**src/rtl/serial_flag_tx.sv**
```systemverilog
// Serial framing transmitter: 1110 flag, then MSB-first payload with a stuff 0
// after every "11" pair so the payload never carries three consecutive 1s.
module serial_flag_tx #(
  parameter int DATA_W = 8
) (
  input  logic              clk,
  input  logic              rst,
  input  logic [DATA_W-1:0] data_in,
  input  logic              valid,
  output logic              ready,
  output logic              out,
  output logic              frame_active,
  output logic              stuff_bit
);

  localparam int CW = $clog2(DATA_W);

  typedef enum logic [1:0] {IDLE, FLAG, DATA, STUFF} state_t;

  state_t            state, state_n;
  logic [1:0]        flag_idx, flag_idx_n;
  logic [DATA_W-1:0] shreg, shreg_n;
  logic [CW-1:0]     cnt, cnt_n;
  logic              ones_cnt, ones_cnt_n;
  logic              out_n;

  assign ready = (state == IDLE) && !rst;

  // state describes the bit currently on out; out_n is the bit for state_n
  always_comb begin
    state_n    = state;
    flag_idx_n = flag_idx;
    shreg_n    = shreg;
    cnt_n      = cnt;
    ones_cnt_n = ones_cnt;
    out_n      = 1'b0;
    case (state)
      IDLE: begin
        if (valid && ready) begin
          state_n    = FLAG;
          flag_idx_n = '0;
          shreg_n    = data_in;
          ones_cnt_n = 1'b0;
          out_n      = 1'b1;
        end
      end
      FLAG: begin
        if (flag_idx == 2'd3) begin
          state_n = DATA;
          cnt_n   = CW'(DATA_W - 1);
          out_n   = shreg[DATA_W-1];
        end else begin
          flag_idx_n = flag_idx + 2'd1;
          out_n      = (flag_idx != 2'd2);
        end
      end
      DATA: begin
        if (shreg[DATA_W-1] && ones_cnt) begin
          state_n    = STUFF;
          ones_cnt_n = 1'b0;
        end else begin
          ones_cnt_n = shreg[DATA_W-1];
          if (cnt != '0) begin
            cnt_n   = cnt - 1'b1;
            shreg_n = shreg << 1;
            out_n   = shreg[DATA_W-2];
          end else begin
            state_n = IDLE;
          end
        end
      end
      STUFF: begin
        if (cnt != '0) begin
          state_n = DATA;
          cnt_n   = cnt - 1'b1;
          shreg_n = shreg << 1;
          out_n   = shreg[DATA_W-2];
        end else begin
          state_n = IDLE;
        end
      end
      default: state_n = IDLE;
    endcase
  end

  always_ff @(posedge clk) begin
    if (rst) begin
      state        <= IDLE;
      flag_idx     <= '0;
      shreg        <= '0;
      cnt          <= '0;
      ones_cnt     <= 1'b0;
      out          <= 1'b0;
      frame_active <= 1'b0;
      stuff_bit    <= 1'b0;
    end else begin
      state        <= state_n;
      flag_idx     <= flag_idx_n;
      shreg        <= shreg_n;
      cnt          <= cnt_n;
      ones_cnt     <= ones_cnt_n;
      out          <= out_n;
      frame_active <= (state_n != IDLE);
      stuff_bit    <= (state_n == STUFF);
    end
  end

endmodule

```
**config.mk**
```make
export PLATFORM = sky130hd
export DESIGN_NAME = serial_flag_tx
export DESIGN_NICKNAME = d
export VERILOG_FILES = /design/src/rtl/serial_flag_tx.sv
export SDC_FILE = /design/constraint.sdc
export NUM_CORES = 1
export LEC_CHECK = 0
export ABC_AREA = 1
export CAP_MARGIN = 20
export CORE_MARGIN = 8
export CORE_UTILIZATION = 55
export CTS_BUF_LIST = sky130_fd_sc_hd__clkbuf_8
export DETAILED_ROUTE_END_ITERATION = 12
export HOLD_SLACK_MARGIN = 0.05
export PLACE_DENSITY_LB_ADDON = 0.12
export SYNTH_ARGS = -nofsm -noshare
export SYNTH_HDL_FRONTEND = slang
export SYNTH_SLANG_ARGS = --single-unit
```
**constraint.sdc**
```tcl
create_clock -name clk -period 1.6 [get_ports clk]
set_clock_uncertainty 0.2 [all_clocks]
set_input_delay 0.48 -clock clk [delete_from_list [all_inputs] [get_ports clk]]
set_output_delay 0.48 -clock clk [all_outputs]
set_load 0.1 [all_outputs]
```
==> flow_summary_export.csv <==
group,metric,value,unit
drt,via_count,985,
grt,grt_max_degree,15,
timing,rsz0062_at_grt,"yes",
worst_setup_path,critical_path_peak_fanout,2,
clocking,clockBufferDepth,2,
clocking,cts_tree,"yes",
clocking,path_clk_slew,0.07,ns
power_and_ir_drop,power,1.08,mW
final_layout,nets,188,
grt,grt-ovfl-total,0,
logic_synthesis,seq_area_frac_synth,37.7,%
placed_design,dp.cells,191,
grt,antenna_found_initial,0,
clocking,h-tree-depth,1,
timing,slew-limit-headroom,83.7,%
clocking,cts_root_buf,"clkbuf_8",
final_layout,diodes,0,
drt,first_pass_iters,4,
drt,drt-total-wl,2180,microns
worst_setup_path,startpoint_type,"flop",
worst_setup_path,crit_end,"ready",
worst_setup_path,r2r_slack,0.13,ns
timing,drv_slew,0,
floorplanning,die-area,0.00346,sq mm
drt,final_antenna_net_count,0,
floorplanning,die_x,58.8,microns
worst_setup_path,rr_startpoint,"cnt[0]",
floorplanning,initial_utilization,58.5,%
drt,drc,0,
flow_run,max_cap_violations,0,
clocking,clock_latency,0.26,ns
logic_synthesis,yosys-top-cells-area,"dfxtp_1, nand2_1, nor2_1, inv_1, nand3_1",
final_layout,stdcell_count,197,
grt,track_usage,14.5,%
timing,timing.hold.ws,0.265,ns
placed_design,place_ws,-0.362,ns
worst_setup_path,r2r_cells,8,
worst_setup_path,critPathRequiredTime,0.92,ns
clocking,cts_buffers,3,
final_layout,syn_to_final_growth,30.7,%
floorplanning,ios,15,
placed_design,dpl_cell_area,0.00124,sq mm
clocking,clkSinkCount,19,
min_path,hp-class,"reg -> reg",
timing,fin_crit_sh,108,%
logic_synthesis,syn_area_per_cell,6.69,sq um
floorplanning,fp.dieH,58.8,microns
timing,setup_tns,-0.128,ns
logic_synthesis,synth_area_leader_cell,"dfxtp_1",
logic_synthesis,synth_fp_nets,166,
timing,tightest_slew,0.243,ns
run_status,status,"complete, but fails checks",
timing,max_freq,579,MHz
final_layout,postLayoutCellArea,0.00132,sq mm
grt,grt_pass1_wl,3910,microns
worst_setup_path,cp_data_arrival_time,1.05,ns
timing,hold_viol_final,0,
drt,via_per_inst,5.00,
grt,grt_pass1_vias,916,
timing,setup_viol,1,
power_and_ir_drop,powerDensity,818,mW/mm^2
worst_setup_path,startpoint,"state[1]",
timing,final.setup.worst_slack,-0.128,ns
placed_design,routabilityCongestion,0.812,
power_and_ir_drop,p_leak,0.651,nW
drt,drt_iter0_drc,37,
logic_synthesis,yosysWarnings,0,
floorplanning,rows,15,
final_layout,post-route-util,76.4,%
worst_setup_path,crit_path_end_kind,"output port",
logic_synthesis,synth_seq_cells,19,
logic_synthesis,synth_top_area_share,37.7,%
worst_setup_path,timing.rr.end,"shreg[7]",
placed_design,portBuffers,14,
run_status,violations,"negative setup slack",
power_and_ir_drop,ir_drop,0.610,mV
final_layout,drive_above_1_share,20.9,%
worst_setup_path,worstSetupPathType,"reg -> out",
placed_design,dp_hpwl,1560,microns
logic_synthesis,synth_area,0.00101,sq mm
logic_synthesis,ys_types,21,
logic_synthesis,synth_cells,151,
floorplanning,core_area,0.00173,sq mm
drt,avgRoutedWirePerCell,11.1,microns
timing,period_needed,1.73,ns
[power breakdown]
part	switching, mW	leakage, nW	internal, mW
logic	0.135	0.467	0.0989
clock network	0.159	0.0269	0.171
registers	0.0163	0.157	0.500
[placed cells by master, fill, tap and decap left out, types with 2 or more instances in the layout]
cell	Yosys	final
nor2_4	0	2
buf_4	0	6
nand2_2	3	3
inv_2	6	9
dfxtp_1	19	17
ha_1	4	3
nand2_1	36	35
clkbuf_8	0	3
buf_12	0	4
nand2_4	1	2
clkdlybuf4s50_1	0	9
a21oi_1	4	4
nand3_1	14	14
dfxtp_4	0	2
inv_1	19	17
nor2_1	26	23
o21ai_0	8	8
[critical path, cell delays in order (launching register included)]
cell	delay (ns)
dfxtp_4	0.35
nor2_4	0.11
inv_2	0.05
nor2_4	0.10
buf_12	0.18
[how the worst min path moves through the flow]
stage | end | cells after the start | slack [ns] | start
after floorplan | cnt[2] | 2 | 0.25 | cnt[2]
after global placement | cnt[2] | 2 | 0.26 | cnt[2]
after detailed placement | cnt[2] | 2 | 0.27 | cnt[2]
after CTS | cnt[2] | 2 | 0.28 | cnt[2]
after global routing | cnt[2] | 2 | 0.31 | cnt[2]
final | cnt[1] | 2 | 0.27 | cnt[1]
[cell families (layout without fill, tap and decap cells)]
kind of cell | Yosys count | in the layout | share of synthesized area (%)
AOI/OAI and AO/OA | 17 | 17 | 10.2
and+or+nand+nor | 83 | 83 | 35.2
adders and majority gates | 4 | 4 | 4.96
buffers and inverters | 28 | 49 | 12.0
DFF | 19 | 19 | 37.7
[registers in the layout, summed over array words and instances, names as in the netlist]
signal        flops
cnt               3
flag_idx          2
frame_active      1
ones_cnt          1
out               1
shreg             8
state             2
stuff_bit         1
[cell type report]
| type | count | area (sq um) |
|---|---|---|
| Clock buffer | 3 | 41.3 |
| Clock inverter | 1 | 3.75 |
| Fill cell | 142 | 407 |
| Inverter | 25 | 93.8 |
| Multi-Input combinational cell | 104 | 536 |
| Sequential cell | 19 | 388 |
| Tap cell | 25 | 31.3 |
| Timing Repair Buffer | 20 | 226 |
[Yosys cell counts]
master    count
a31oi_1       1
a21oi_4       1
inv_2         6
nand3b_1      1
a21oi_1       4
ha_1          4
nand3_1      14
nor2_1       26
nand2_2       3
nand2_4       1
inv_1        19
nand3_2       1
dfxtp_1      19
o21ai_1       1
o21ai_0       8
o211ai_1      1
nor3_1        1
a22oi_1       1
buf_6         2
buf_2         1
nand2_1      36
[what timing repair did]
action	4_1_cts	5_1_grt
buffers inserted	2	0
resized for setup	5	6
hold buffers	0	0
hold endpoints to repair	0	0
pin swaps	2	2
setup endpoints to repair	11	9
[routing by layer]
metal | track usage (%) | part of all wire (%)
met3 | 3.04 | 4.5
met2 | 22.4 | 48
met5 | 0 | 0
met1 | 18.4 | 45
met4 | 7.17 | 2.1
Power figures use the tool's default switching activity.
